**src/rtl/half_duplex_fifo_bridge_if.sv**
```systemverilog
// Signal bundle between the FIFO bridge and its surroundings (host FIFO ports plus the ISO7816 UART).
// The slave modport is the bridge's view; master is the host/UART side.
interface half_duplex_fifo_bridge_if #(
  parameter int GUARD_WIDTH = 16
);
  // Host tx port: hostTxWrite is a push strobe, accepted only while hostTxFull=0.
  // Host rx port: first-word fall-through; hostRxRead pops the head, accepted only while hostRxEmpty=0.
  logic [7:0]             hostTxData;
  logic                   hostTxWrite;
  logic                   hostTxFull;
  logic [7:0]             hostRxData;
  logic                   hostRxFrameError;
  logic                   hostRxRead;
  logic                   hostRxEmpty;
  logic [GUARD_WIDTH-1:0] guardCycles;
  logic                   clearErrors;
  logic                   rxDropped;
  logic                   uartOverrun;
  logic                   txBusy;

  // UART side
  logic [7:0]             txData;
  logic                   startTx;
  logic                   ackFlags;
  logic                   txFull;
  logic                   txRun;
  logic                   rxRun;
  logic                   rxStartBit;
  logic                   endOfRx;
  logic                   dataOutReadyFlag;
  logic                   frameErrorFlag;
  logic                   overrunErrorFlag;
  logic [7:0]             rxData;

  // State machine observation
  logic [1:0]             txStateDbg;
  logic [1:0]             rxStateDbg;

  modport slave (
    input  hostTxData, hostTxWrite, hostRxRead, guardCycles, clearErrors,
    input  txFull, txRun, rxRun, rxStartBit, endOfRx,
    input  dataOutReadyFlag, frameErrorFlag, overrunErrorFlag, rxData,
    output hostTxFull, hostRxData, hostRxFrameError, hostRxEmpty,
    output rxDropped, uartOverrun, txBusy,
    output txData, startTx, ackFlags,
    output txStateDbg, rxStateDbg
  );

  modport master (
    output hostTxData, hostTxWrite, hostRxRead, guardCycles, clearErrors,
    output txFull, txRun, rxRun, rxStartBit, endOfRx,
    output dataOutReadyFlag, frameErrorFlag, overrunErrorFlag, rxData,
    input  hostTxFull, hostRxData, hostRxFrameError, hostRxEmpty,
    input  rxDropped, uartOverrun, txBusy,
    input  txData, startTx, ackFlags,
    input  txStateDbg, rxStateDbg
  );
endinterface

```
**src/rtl/half_duplex_fifo_bridge.sv**
```systemverilog
// Tx/rx FIFO front end for the half-duplex ISO7816 UART: launches buffered bytes with a guard
// time, never while a reception is active, and drains received bytes with automatic flag acks.
module half_duplex_fifo_bridge #(
  parameter int FIFO_DEPTH_LOG2 = 2,
  parameter int GUARD_WIDTH     = 16
) (
  input  logic                       clk,
  input  logic                       nReset,
  half_duplex_fifo_bridge_if.slave   bus
);
  localparam int DEPTH = 1 << FIFO_DEPTH_LOG2;
  localparam int PW    = FIFO_DEPTH_LOG2 + 1;

  typedef enum logic [1:0] {TX_IDLE, TX_LOAD, TX_WAIT, TX_GUARD} txState_e;
  typedef enum logic [1:0] {RX_IDLE, RX_ACK, RX_WAIT} rxState_e;

  // ---------------- tx FIFO ----------------
  logic [7:0]    txMem [DEPTH];
  logic [PW-1:0] txWrPtr, txRdPtr;
  logic          txEmpty, txFifoFull, txPush, txPop;

  assign txEmpty    = (txWrPtr == txRdPtr);
  assign txFifoFull = (txWrPtr[PW-1] != txRdPtr[PW-1]) &&
                      (txWrPtr[PW-2:0] == txRdPtr[PW-2:0]);
  assign txPush     = bus.hostTxWrite && !txFifoFull;

  always_ff @(posedge clk) begin
    if (!nReset) begin
      txWrPtr <= '0;
      txRdPtr <= '0;
      for (int i = 0; i < DEPTH; i++) txMem[i] <= '0;
    end else begin
      if (txPush) begin
        txMem[txWrPtr[PW-2:0]] <= bus.hostTxData;
        txWrPtr <= txWrPtr + PW'(1);
      end
      if (txPop) txRdPtr <= txRdPtr + PW'(1);
    end
  end

  // ---------------- tx state machine ----------------
  txState_e               txState, txStateNext;
  logic [GUARD_WIDTH-1:0] guardCnt, guardCntNext;

  always_ff @(posedge clk) begin
    if (!nReset) begin
      txState  <= TX_IDLE;
      guardCnt <= '0;
    end else begin
      txState  <= txStateNext;
      guardCnt <= guardCntNext;
    end
  end

  always_comb begin
    txStateNext  = txState;
    guardCntNext = guardCnt;
    txPop        = 1'b0;
    case (txState)
      TX_IDLE: begin
        if (!txEmpty && !bus.rxStartBit && !bus.rxRun) txStateNext = TX_LOAD;
      end
      TX_LOAD: begin
        // The UART refuses the load while a reception starts, so the byte stays queued.
        if (bus.txFull) begin
          txPop       = 1'b1;
          txStateNext = TX_WAIT;
        end
      end
      TX_WAIT: begin
        if (!bus.txRun && !bus.txFull) begin
          if (bus.guardCycles == '0) begin
            txStateNext = TX_IDLE;
          end else begin
            txStateNext  = TX_GUARD;
            guardCntNext = bus.guardCycles;
          end
        end
      end
      TX_GUARD: begin
        if (guardCnt == GUARD_WIDTH'(1)) txStateNext = TX_IDLE;
        else                             guardCntNext = guardCnt - GUARD_WIDTH'(1);
      end
      default: txStateNext = TX_IDLE;
    endcase
  end

  assign bus.startTx    = (txState == TX_LOAD);
  assign bus.txData     = txMem[txRdPtr[PW-2:0]];
  assign bus.hostTxFull = txFifoFull;
  assign bus.txBusy     = (txState != TX_IDLE) || !txEmpty;
  assign bus.txStateDbg = txState;

  // ---------------- rx FIFO ----------------
  logic [8:0]    rxMem [DEPTH];
  logic [PW-1:0] rxWrPtr, rxRdPtr;
  logic          rxEmpty, rxFifoFull, rxPush, rxPop, rxEvent, rxRoom, rxDrop;

  assign rxEmpty    = (rxWrPtr == rxRdPtr);
  assign rxFifoFull = (rxWrPtr[PW-1] != rxRdPtr[PW-1]) &&
                      (rxWrPtr[PW-2:0] == rxRdPtr[PW-2:0]);
  assign rxPop      = bus.hostRxRead && !rxEmpty;
  // A host pop in the same cycle frees the slot the new byte needs.
  assign rxRoom     = !rxFifoFull || rxPop;
  assign rxPush     = rxEvent && rxRoom;
  assign rxDrop     = rxEvent && !rxRoom;

  always_ff @(posedge clk) begin
    if (!nReset) begin
      rxWrPtr <= '0;
      rxRdPtr <= '0;
      for (int i = 0; i < DEPTH; i++) rxMem[i] <= '0;
    end else begin
      if (rxPush) begin
        rxMem[rxWrPtr[PW-2:0]] <= {bus.frameErrorFlag, bus.rxData};
        rxWrPtr <= rxWrPtr + PW'(1);
      end
      if (rxPop) rxRdPtr <= rxRdPtr + PW'(1);
    end
  end

  // ---------------- rx state machine ----------------
  rxState_e rxState, rxStateNext;

  always_ff @(posedge clk) begin
    if (!nReset) rxState <= RX_IDLE;
    else         rxState <= rxStateNext;
  end

  always_comb begin
    rxStateNext = rxState;
    rxEvent     = 1'b0;
    case (rxState)
      RX_IDLE: begin
        // A bad stop bit raises frameErrorFlag alone; it is still stored and acknowledged.
        if (bus.dataOutReadyFlag || bus.frameErrorFlag) begin
          rxEvent     = 1'b1;
          rxStateNext = RX_ACK;
        end
      end
      RX_ACK:  rxStateNext = RX_WAIT;
      RX_WAIT: rxStateNext = RX_IDLE;
      default: rxStateNext = RX_IDLE;
    endcase
  end

  assign bus.ackFlags         = (rxState == RX_ACK);
  assign bus.hostRxData       = rxMem[rxRdPtr[PW-2:0]][7:0];
  assign bus.hostRxFrameError = rxMem[rxRdPtr[PW-2:0]][8];
  assign bus.hostRxEmpty      = rxEmpty;
  assign bus.rxStateDbg       = rxState;

  // ---------------- sticky error flags (set beats clear) ----------------
  logic rxDroppedQ, uartOverrunQ;

  always_ff @(posedge clk) begin
    if (!nReset) begin
      rxDroppedQ   <= 1'b0;
      uartOverrunQ <= 1'b0;
    end else begin
      if (rxDrop)                rxDroppedQ <= 1'b1;
      else if (bus.clearErrors)  rxDroppedQ <= 1'b0;
      if (bus.overrunErrorFlag)  uartOverrunQ <= 1'b1;
      else if (bus.clearErrors)  uartOverrunQ <= 1'b0;
    end
  end

  assign bus.rxDropped   = rxDroppedQ;
  assign bus.uartOverrun = uartOverrunQ;

  logic unusedInputs;
  assign unusedInputs = bus.endOfRx;
endmodule
```
**src/flat_wrapper.sv**
```systemverilog
// flat-port wrapper written by rule: the top's interface ports become plain ports
module half_duplex_fifo_bridge_flat 
#(
  parameter int FIFO_DEPTH_LOG2 = 2,
  parameter int GUARD_WIDTH     = 16
)
  (clk, nReset, bus_hostTxData, bus_hostTxWrite, bus_hostRxRead, bus_guardCycles, bus_clearErrors, bus_txFull, bus_txRun, bus_rxRun, bus_rxStartBit, bus_endOfRx, bus_dataOutReadyFlag, bus_frameErrorFlag, bus_overrunErrorFlag, bus_rxData, bus_hostTxFull, bus_hostRxData, bus_hostRxFrameError, bus_hostRxEmpty, bus_rxDropped, bus_uartOverrun, bus_txBusy, bus_txData, bus_startTx, bus_ackFlags, bus_txStateDbg, bus_rxStateDbg);
  half_duplex_fifo_bridge_if #(.GUARD_WIDTH(GUARD_WIDTH)) bus_i ();
  input  logic clk;
  input  logic nReset;
  input wire logic [$bits(bus_i.hostTxData)-1:0] bus_hostTxData;
  input wire logic [$bits(bus_i.hostTxWrite)-1:0] bus_hostTxWrite;
  input wire logic [$bits(bus_i.hostRxRead)-1:0] bus_hostRxRead;
  input wire logic [$bits(bus_i.guardCycles)-1:0] bus_guardCycles;
  input wire logic [$bits(bus_i.clearErrors)-1:0] bus_clearErrors;
  input wire logic [$bits(bus_i.txFull)-1:0] bus_txFull;
  input wire logic [$bits(bus_i.txRun)-1:0] bus_txRun;
  input wire logic [$bits(bus_i.rxRun)-1:0] bus_rxRun;
  input wire logic [$bits(bus_i.rxStartBit)-1:0] bus_rxStartBit;
  input wire logic [$bits(bus_i.endOfRx)-1:0] bus_endOfRx;
  input wire logic [$bits(bus_i.dataOutReadyFlag)-1:0] bus_dataOutReadyFlag;
  input wire logic [$bits(bus_i.frameErrorFlag)-1:0] bus_frameErrorFlag;
  input wire logic [$bits(bus_i.overrunErrorFlag)-1:0] bus_overrunErrorFlag;
  input wire logic [$bits(bus_i.rxData)-1:0] bus_rxData;
  output wire logic [$bits(bus_i.hostTxFull)-1:0] bus_hostTxFull;
  output wire logic [$bits(bus_i.hostRxData)-1:0] bus_hostRxData;
  output wire logic [$bits(bus_i.hostRxFrameError)-1:0] bus_hostRxFrameError;
  output wire logic [$bits(bus_i.hostRxEmpty)-1:0] bus_hostRxEmpty;
  output wire logic [$bits(bus_i.rxDropped)-1:0] bus_rxDropped;
  output wire logic [$bits(bus_i.uartOverrun)-1:0] bus_uartOverrun;
  output wire logic [$bits(bus_i.txBusy)-1:0] bus_txBusy;
  output wire logic [$bits(bus_i.txData)-1:0] bus_txData;
  output wire logic [$bits(bus_i.startTx)-1:0] bus_startTx;
  output wire logic [$bits(bus_i.ackFlags)-1:0] bus_ackFlags;
  output wire logic [$bits(bus_i.txStateDbg)-1:0] bus_txStateDbg;
  output wire logic [$bits(bus_i.rxStateDbg)-1:0] bus_rxStateDbg;
  assign bus_i.hostTxData = bus_hostTxData;
  assign bus_i.hostTxWrite = bus_hostTxWrite;
  assign bus_i.hostRxRead = bus_hostRxRead;
  assign bus_i.guardCycles = bus_guardCycles;
  assign bus_i.clearErrors = bus_clearErrors;
  assign bus_i.txFull = bus_txFull;
  assign bus_i.txRun = bus_txRun;
  assign bus_i.rxRun = bus_rxRun;
  assign bus_i.rxStartBit = bus_rxStartBit;
  assign bus_i.endOfRx = bus_endOfRx;
  assign bus_i.dataOutReadyFlag = bus_dataOutReadyFlag;
  assign bus_i.frameErrorFlag = bus_frameErrorFlag;
  assign bus_i.overrunErrorFlag = bus_overrunErrorFlag;
  assign bus_i.rxData = bus_rxData;
  assign bus_hostTxFull = bus_i.hostTxFull;
  assign bus_hostRxData = bus_i.hostRxData;
  assign bus_hostRxFrameError = bus_i.hostRxFrameError;
  assign bus_hostRxEmpty = bus_i.hostRxEmpty;
  assign bus_rxDropped = bus_i.rxDropped;
  assign bus_uartOverrun = bus_i.uartOverrun;
  assign bus_txBusy = bus_i.txBusy;
  assign bus_txData = bus_i.txData;
  assign bus_startTx = bus_i.startTx;
  assign bus_ackFlags = bus_i.ackFlags;
  assign bus_txStateDbg = bus_i.txStateDbg;
  assign bus_rxStateDbg = bus_i.rxStateDbg;
  half_duplex_fifo_bridge #(.FIFO_DEPTH_LOG2(FIFO_DEPTH_LOG2), .GUARD_WIDTH(GUARD_WIDTH)) u_core (.clk(clk), .nReset(nReset), .bus(bus_i));
endmodule
```
**config.mk**
```make
export PLATFORM = sky130hd
export DESIGN_NAME = half_duplex_fifo_bridge_flat
export DESIGN_NICKNAME = d
export VERILOG_FILES = /design/src/rtl/half_duplex_fifo_bridge_if.sv /design/src/rtl/half_duplex_fifo_bridge.sv /design/src/flat_wrapper.sv
export SDC_FILE = /design/constraint.sdc
export NUM_CORES = 1
export LEC_CHECK = 0
export CELL_PAD_IN_SITES_DETAIL_PLACEMENT = 0
export CELL_PAD_IN_SITES_GLOBAL_PLACEMENT = 1
export CORE_MARGIN = 2
export CORE_UTILIZATION = 35
export DETAILED_ROUTE_END_ITERATION = 8
export HOLD_SLACK_MARGIN = 0.02
export PLACE_DENSITY = 0.76
export SYNTH_ARGS = -nofsm -noshare
export SYNTH_HDL_FRONTEND = slang
export SYNTH_SLANG_ARGS = --single-unit
```
**constraint.sdc**
```tcl
create_clock -name clk -period 2.3 [get_ports clk]
set_input_delay 0.46 -clock clk [delete_from_list [all_inputs] [get_ports clk]]
set_output_delay 0.46 -clock clk [all_outputs]
set_load 0.01 [all_outputs]
```
==> results.json, run 1 <==
{
  "vias_per_cell": 5.001,
  "grt-ovfl-total": 0,
  "numCtsBuffers": 9,
  "clock.fmax_mhz": 453.7,
  "cts_sinks": 106,
  "syn-cell-area_um2": 5111,
  "layout_common_cells": "edfxtp_1 (68), and2_1 (56), clkdlybuf4s50_1 (54)",
  "syn_nets": 484,
  "p_per_area_nw_per_um2": 737.4,
  "grt_pass1_wl_mm": 18.39,
  "grt_max_degree": 34,
  "syn_avg_cell_area_um2": 11.80,
  "chipHeight_um": 124.8,
  "synth-edff-count": 68,
  "fin_setup_tns_ps": 0,
  "crit_path_start_kind": "flip-flop",
  "boundaryPins": 73,
  "endpoint_kind": "output pin",
  "hold_path_class": "reg -> reg",
  "wl_per_cell_um": 15.41,
  "required_ps": 1840,
  "path_clk_slew_ps": 70,
  "worst_slew_pin_slew_ps": 572.7,
  "nets": 578,
  "stdcell_count": 716,
  "root_buffer": "clkbuf_16",
  "dp_hpwl_mm": 7.713,
  "rsz0062_at_grt": "false",
  "vias": 3581,
  "clock_skew_ps": 8.505,
  "drtAntennaViolNets": 0,
  "synth.area.top_cells": "edfxtp_1 (40%), dfxtp_1 (15%), mux4_2 (7.5%)",
  "async_flop_share": 0,
  "gp_congestion": 0.7798,
  "max-slew-margin-rel": 0.6128,
  "finalSetupViolCount": 0,
  "ctsHoldBuffers": 0,
  "rows": 44,
  "layout_commonest_cell": "edfxtp_1",
  "final_util": 0.4564,
  "die_area_um2": 15590,
  "leakage_nw": 2.567,
  "start_util": 0.3544,
  "synth_seq_cells": 106,
  "crit_path_max_fanout": 7,
  "drive_gt1_frac": 0.1692,
  "peakVddDrop_uv": 354.8,
  "worstPathArrival_ps": 1740,
  "yosys.area.top_type": "edfxtp_1",
  "drt_iter0_drc": 220,
  "gr-usage-all-layers": 0.1479,
  "diodes": 0,
  "grt_pass1_vias": 3720,
  "drc": 0,
  "slew_violations": 0,
  "synth_top_cell_area_share": 0.3995,
  "portBuffers": 71,
  "routed_wl_mm": 11.03,
  "finalCriticalPeriod_ps": 2204,
  "status": "complete, no violations",
  "area_delta_synth_final_pct": 28.79,
  "synthFlopType": "edfxtp_1",
  "syn_inst": 433,
  "cts_tree": "yes",
  "whs_ps": 473.0,
  "dpl-instance-area_um2": 6267,
  "hold_viol_final": 0,
  "yosysSeqAreaShare": 0.5483,
  "critical_path_class": "reg -> out",
  "fin_area_um2": 6583,
  "htree_levels": 3,
  "clockBufferDepth": 2,
  "post-route-period-util": 0.9583,
  "antenna_found_initial": 0,
  "fp.dieW_um": 124.8,
  "cap_violations": 0,
  "ys_warn_count": 0,
  "synth.distinct_cells": 55,
  "core-area_um2": 14420,
  "dpl.cell_count": 700,
  "clkLatencyLatePin_ps": 340,
  "first_pass_iters": 4
}
## metrics by stage
step           power [W]  worst slack (ps)
6_report        0.004854             95.99
5_1_grt         0.005084             2.729
4_1_cts         0.004894             25.96
3_5_place_dp    0.003388            -15.68
3_3_place_gp    0.003367             38.78
2_1_floorplan   0.002855             299.5
## synthesized netlist by cell type, drive strengths merged, types with 4 or more instances
master	n
xnor2	6
inv	9
nand2	23
mux2i	4
nor3b	5
nor3	7
nor4	6
buf	7
a21oi	22
ha	6
o31ai	7
and2	57
nor2	35
mux4	17
clkbuf	18
xor2	9
a31oi	5
o211ai	7
edfxtp	68
nand2b	10
nand3	8
o21ai	10
dfxtp	38
and3	20
## power breakdown
part	leakage [nW]	total, W	internal, W	switching (W)
registers	1.02	0.00227	0.00218	0.0000888
clock network	0.147	0.00156	0.000880	0.000678
logic	1.40	0.00103	0.000562	0.000466
## flip-flops by register name, indices dropped and copies added (netlist names), named ones only
name	cells
u_core.bus.rxDropped	1
u_core.bus.rxStateDbg	2
u_core.bus.txStateDbg	2
u_core.bus.uartOverrun	1
u_core.guardCnt	16
u_core.rxMem	36
u_core.rxRdPtr	3
u_core.rxWrPtr	3
u_core.txMem	32
u_core.txRdPtr	3
u_core.txWrPtr	3
## kinds of logic (layout without fill, tap and decap cells)
family          after synthesis  after routing  synth area share
flops                       106            106            0.5483
compound gates               67             67           0.09058
buf+inv                      34            133           0.02864
fa+ha+maj                     6              6           0.01469
xor+xnor                     15             15           0.02570
mux                          21             21           0.08274
simple gates                184            184            0.2093
## layout make-up
class,instances,area (um^2)
Fill cell,1353,7841
Sequential cell,106,2810
Multi-Input combinational cell,293,2185
Timing Repair Buffer,108,1021
Clock buffer,11,242.7
Tap cell,184,230.2
Clock inverter,5,60.06
Inverter,9,33.78
## what timing repair did
item,4_1_cts,5_1_grt
setup buffers,0,0
resized for setup,21,6
endpoints found under the setup margin,19,2
## critical path: stages, from the launching register on
cell             delay [ps]
dfxtp_2                 370
xnor2_1                 240
and4b_1                 280
inv_1                    50
clkdlybuf4s50_1         470
## final timing paths
kind	slack [ps]	cells past startpoint	startpoint	to
max	100	4	u_core.txWrPtr[1]$_SDFFE_PN0P_	bus_txBusy
min	470	2	u_core.guardCnt[12]$_SDFFE_PN0P_	u_core.guardCnt[12]$_SDFFE_PN0P_
max reg2reg	230	6	u_core.guardCnt[0]$_SDFFE_PN0P_	u_core.bus.txStateDbg[1]$_SDFFE_PN0P_
min reg2reg	470	2	u_core.guardCnt[12]$_SDFFE_PN0P_	u_core.guardCnt[12]$_SDFFE_PN0P_
## per-layer routing
| metal | global-route usage | routed length [um] | up-vias |
|---|---|---|---|
| met5 | 0 | 0 | - |
| met4 | 0.04837 | 157 | 0 |
| met3 | 0.03179 | 514 | 13 |
| met2 | 0.2501 | 5235 | 72 |
| met1 | 0.1896 | 5125 | 1710 |
| li1 | - | - | 1786 |
Power figures use the tool's default switching activity.
==> inputs of run 2 (changes only) <==
Settings changed: CTS_CLUSTER_SIZE from default to 16, GPL_TIMING_DRIVEN from default to 0.
==> run 2 against run 1 <==
  * First-iteration DRC count rose by 9.5%
  * Setup slack got worse by 32 ps
  * Routed wire length is 12% higher
  * Critical endpoint is now bus_txData[3]
  * Largest cell class unchanged
==> results.json, run 2 (synthesis gave the netlist of run 1 again) <==
{
  "vias_per_cell": 5.178,
  "cts_sinks": 106,
  "core-area_um2": 14420,
  "antenna_found_initial": 0,
  "max-slew-margin-rel": 0.5538,
  "slew_violations": 0,
  "critPathTopFamily": "multiplexers",
  "die_area_um2": 15590,
  "drtAntennaViolNets": 0,
  "wl_per_cell_um": 17.28,
  "peakVddDrop_uv": 309.9,
  "routed_wl_mm": 12.30,
  "cap_violations": 0,
  "slowest_delay_ps": 510,
  "leakage_nw": 2.523,
  "fin_setup_tns_ps": 0,
  "diodes": 0,
  "crit_path_max_fanout": 8,
  "r2r_cells": 5,
  "drt_iter0_drc": 241,
  "regMostFlops": "u_core.rxMem",
  "worst_slew_pin_slew_ps": 664.1,
  "area_delta_synth_final_pct": 28.08,
  "crit_chain": "mux4_2 > clkdlybuf4s50_1",
  "cp.depth": 2,
  "status": "complete, no violations",
  "grt_pass1_wl_mm": 19.46,
  "clock.fmax_mhz": 447.2,
  "whs_ps": 468.5,
  "vias": 3687,
  "hold_viol_final": 0,
  "grt_pass1_vias": 3700,
  "grt_max_degree": 19,
  "portBuffers": 71,
  "nets": 574,
  "drive_gt1_frac": 0.1667,
  "rows": 44,
  "rsz0062_at_grt": "false",
  "htree_levels": 3,
  "hold_path_class": "reg -> reg",
  "critical_path_class": "reg -> out",
  "critPathBufInv": 1,
  "boundaryPins": 73,
  "layout_common_cells": "edfxtp_1 (68), clkdlybuf4s50_1 (57), and2_1 (56)",
  "finalCriticalPeriod_ps": 2236,
  "required_ps": 1840,
  "first_pass_iters": 6,
  "finalWorstSetupSlack_ps": 63.99,
  "final_util": 0.4539,
  "clock_skew_ps": 8.591,
  "largest_register_ffs": 36,
  "clkLatencyLatePin_ps": 360,
  "crit_path_start_kind": "flip-flop",
  "start_util": 0.3544,
  "clockBufferDepth": 2,
  "root_buffer": "clkbuf_16",
  "dp_hpwl_mm": 8.405,
  "ctsHoldBuffers": 0,
  "chipHeight_um": 124.8,
  "numCtsBuffers": 9,
  "gp_congestion": 0.8266,
  "path_clk_slew_ps": 80,
  "endpoint_kind": "output pin",
  "p_per_area_nw_per_um2": 735.3,
  "worstPathArrival_ps": 1780,
  "layout_commonest_cell": "edfxtp_1",
  "whs_path_depth": 2,
  "place_ws_ps": -783.1,
  "grt-ovfl-total": 0,
  "gr-usage-all-layers": 0.1608,
  "critPathSlowestCell": "mux4_2",
  "cts_tree": "yes",
  "fp.dieW_um": 124.8,
  "finalSetupViolCount": 0,
  "largestRegisters": "u_core.rxMem (36), u_core.txMem (32), u_core.guardCnt (16)",
  "drc": 0,
  "post-route-period-util": 0.9722
}
-- run 2: cell types whose count changed in the layout (fill, tap and decap cells not counted), sizes merged --
cell,delta
inv,+1
dlymetal6s2s,+5
buf,-18
clkbuf,+13
clkinvlp,+1
dlygate4sd2,-8
clkdlybuf4s50,+3
bufinv,-1
-- run 2: worst paths after layout --
| kind | start | endpoint | slack, ps |
|---|---|---|---|
| hold / removal | u_core.guardCnt[12]$_SDFFE_PN0P_ | u_core.guardCnt[12]$_SDFFE_PN0P_ | 470 |
| setup reg to reg | u_core.txWrPtr[0]$_SDFFE_PN0P_ | u_core.txMem[1][7]$_SDFFCE_PN0P_ | 110 |
| setup / recovery | flip-flop | bus_txData[3] | 60 |
| hold reg to reg | u_core.guardCnt[12]$_SDFFE_PN0P_ | u_core.guardCnt[12]$_SDFFE_PN0P_ | 470 |
-- run 2: where the power goes --
group | internal, W | switching (W) | total (W)
combinational | 0.000581 | 0.000469 | 0.00105
clock | 0.000749 | 0.000725 | 0.00147
sequential | 0.00218 | 0.000108 | 0.00229
total | 0.00351 | 0.00130 | 0.00481
-- run 2: what timing repair did --
| item | CTS | global route |
|---|---|---|
| setup endpoints to repair | 78 | 58 |
| hold endpoints to repair | 0 | 0 |
| gates resized for setup | 38 | 14 |
| pin swaps | 0 | 3 |
| buffers inserted | 6 | 8 |
| cloned | 0 | 0 |
-- run 2: layout make-up --
class                   instances  area [um^2]
plain buffers                  19        91.34
flip-flops and latches        106         2825
clock buffers                  10        229.0
repair buffers                 85        833.3
well taps                     184        230.2
inverters                       9        33.78
multi-input cells             293         2255
fillers                      1353         7878
clock inverters                 6        48.80
-- run 2: metrics by stage --
| stage | instances | cell area, um^2 | total power (W) |
|---|---|---|---|
| after floorplan | 433 | 5111 | 0.002855 |
| after global placement | 688 | 6052 | 0.003295 |
| after detailed placement | 688 | 6052 | 0.003316 |
| after CTS | 704 | 6456 | 0.004847 |
| after global routing | 712 | 6546 | 0.005019 |
| final | 712 | 6546 | 0.004814 |
-- run 2: per-layer routing --
layer | GRT usage | up-vias | wire [um]
met4 | 0.04902 | 0 | 160
met1 | 0.1981 | 1796 | 5223
met2 | 0.2816 | 101 | 6246
met3 | 0.03608 | 14 | 673
li1 | - | 1776 | -
met5 | 0 | - | 0
-- run 2: worst min-delay path, stage by stage (launching register included) --
cell and delay, ps:
dfxtp_1 320, nand2_1 60, o2bb2ai_1 50
==> inputs of run 3 (changes only) <==
Settings changed: CELL_PAD_IN_SITES_DETAIL_PLACEMENT 0 to default, CELL_PAD_IN_SITES_GLOBAL_PLACEMENT 1 to default, PLACE_DENSITY 0.76 to 0.65, RECOVER_POWER from default to 50.
==> run 3 against run 2 <==
  * Die area is the same
  * Clock power is essentially flat
  * Via count grew 0.98%
  * Power grew 0.24%
  * Routed wire length shrank 1.6%
  * Critical path depth is the same
  * Largest cell class unchanged
  * Register-to-register slack gained 70 ps
  * Global-route usage grew 0.22 points
  * Sequential power is essentially flat
==> results.json, run 3 (synthesis gave the netlist of run 1 again) <==
{
  "status": "complete, no violations",
  "finalSetupViolCount": 0,
  "clock_skew_ps": 12.11,
  "dpl-instance-area_um2": 6052,
  "gp_congestion": 0.8682,
  "max-slew-margin-rel": 0.5283,
  "largestRegisters": "u_core.rxMem (36), u_core.txMem (32), u_core.guardCnt (16)",
  "rsz0062_at_grt": "false",
  "finalCriticalPeriod_ps": 2225,
  "layout_commonest_cell": "edfxtp_1",
  "worst_slew_pin_slew_ps": 707.6,
  "hold_path_class": "reg -> reg",
  "htree_levels": 3,
  "nets": 570,
  "root_buffer": "clkbuf_16",
  "slew_violations": 0,
  "drtAntennaViolNets": 0,
  "crit_path_max_fanout": 6,
  "vias_per_cell": 5.258,
  "clkLatencyLatePin_ps": 360,
  "crit_path_start_kind": "flip-flop",
  "cts_tree": "yes",
  "diodes": 0,
  "clock.fmax_mhz": 449.4,
  "first_pass_iters": 4,
  "drt_iter0_drc": 166,
  "fp.dieW_um": 124.8,
  "r2r_cells": 4,
  "stdcell_count": 708,
  "critical_path_class": "reg -> out",
  "rows": 44,
  "endpoint_kind": "output pin",
  "path_clk_slew_ps": 70,
  "gr-usage-all-layers": 0.1630,
  "r2r-end": "u_core.rxMem[3][2]$_DFFE_PP_",
  "required_ps": 1840,
  "dp_hpwl_mm": 8.263,
  "vias": 3723,
  "cap_violations": 0,
  "core-area_um2": 14420,
  "cts_sinks": 106,
  "final_util": 0.4473,
  "hold_viol_final": 0,
  "grt_pass1_wl_mm": 19.89,
  "area_delta_synth_final_pct": 26.24,
  "portBuffers": 71,
  "largest_register_ffs": 36,
  "die_area_um2": 15590,
  "grt_pass1_vias": 3724,
  "endpoint": "bus_txData[6]",
  "drive_gt1_frac": 0.1489,
  "ctsHoldBuffers": 0,
  "leakage_nw": 2.427,
  "p_per_area_nw_per_um2": 747.8,
  "numCtsBuffers": 9,
  "antenna_found_initial": 0,
  "place_ws_ps": -811.4,
  "worstPathArrival_ps": 1770,
  "chipHeight_um": 124.8,
  "grt-ovfl-total": 0,
  "drc": 0,
  "boundaryPins": 73,
  "clockBufferDepth": 2,
  "wl_per_cell_um": 17.09,
  "layout_common_cells": "edfxtp_1 (68), clkdlybuf4s50_1 (51), nor2_1 (35)",
  "post-route-period-util": 0.9675,
  "reg2reg_slack_ps": 180,
  "peakVddDrop_uv": 339.7,
  "grt_max_degree": 20,
  "finalWorstSetupSlack_ps": 74.69,
  "fin_area_um2": 6452,
  "routed_wl_mm": 12.10,
  "start_util": 0.3544,
  "dpl.cell_count": 688,
  "regMostFlops": "u_core.rxMem",
  "r2r-start": "u_core.rxWrPtr[0]$_SDFFE_PN0P_"
}
==> run 3: cell types whose count changed in the layout (fill, tap and decap cells not counted), moves of 2 or more <==
cell and change:
dlygate4sd3_1 +7, clkdlybuf4s50_1 -6, buf_4 -9, and2_1 -23, clkinv_4 +2, dlygate4sd2_1 +4
and2_0 +23, nor3b_4 -3, clkbuf_1 +2, dlymetal6s2s_1 -5, nor3b_1 +2
==> run 3: how the worst min path moves through the flow <==
stage,from,endpoint,slack (ps),depth (start not counted)
2_1_floorplan,u_core.guardCnt[12]$_SDFFE_PN0P_,u_core.guardCnt[12]$_SDFFE_PN0P_,440,2
3_3_place_gp,u_core.guardCnt[12]$_SDFFE_PN0P_,u_core.guardCnt[12]$_SDFFE_PN0P_,460,2
3_5_place_dp,u_core.guardCnt[12]$_SDFFE_PN0P_,u_core.guardCnt[12]$_SDFFE_PN0P_,470,2
4_1_cts,u_core.guardCnt[12]$_SDFFE_PN0P_,u_core.guardCnt[12]$_SDFFE_PN0P_,480,2
5_1_grt,u_core.guardCnt[12]$_SDFFE_PN0P_,u_core.guardCnt[12]$_SDFFE_PN0P_,520,2
6_report,u_core.guardCnt[12]$_SDFFE_PN0P_,u_core.guardCnt[12]$_SDFFE_PN0P_,480,2
==> run 3: critical path, cell delays in order, from the launching register on <==
cell	delay (ps)
dfxtp_4	420
mux4_2	500
clkdlybuf4s50_1	490
==> run 3: layout make-up <==
type                            instances  area (um^2)
Clock inverter                          7        61.31
Fill cell                            1379         7971
Tap cell                              184        230.2
Multi-Input combinational cell        293         2205
Buffer                                 19        91.34
Clock buffer                            9        225.2
Inverter                                9        33.78
Timing Repair Buffer                   81        784.5
Sequential cell                       106         2821
==> run 3: per-layer routing <==
metal | up-vias | wire length [um] | GRT usage | part of all wire
met5 | - | 0 | 0 | 0
met4 | 0 | 173 | 0.05490 | 0.014
met3 | 16 | 661 | 0.03565 | 0.055
met2 | 94 | 6078 | 0.2793 | 0.50
met1 | 1847 | 5190 | 0.2044 | 0.43
li1 | 1766 | - | - | -
==> run 3: stage by stage <==
stage / setup TNS [ps] / power [W] / hold slack, ps
after floorplan: 0 / 0.002855 / 439.0
after global placement: -47520 / 0.003294 / 458.8
after detailed placement: -51170 / 0.003317 / 472.7
after CTS: 0 / 0.004873 / 483.5
after global routing: 0 / 0.005051 / 524.6
final: 0 / 0.004825 / 476.3
==> run 3: power breakdown <==
part           total, W  switching, W  internal [W]
registers       0.00229      0.000110       0.00218
clock network   0.00149      0.000739      0.000754
logic           0.00104      0.000467      0.000572
==> run 3: timing repair <==
action,CTS,global route
buffers inserted,8,2
hold endpoints to repair,0,0
setup endpoints to repair,77,15
pin swaps,3,1
resized for setup,42,6
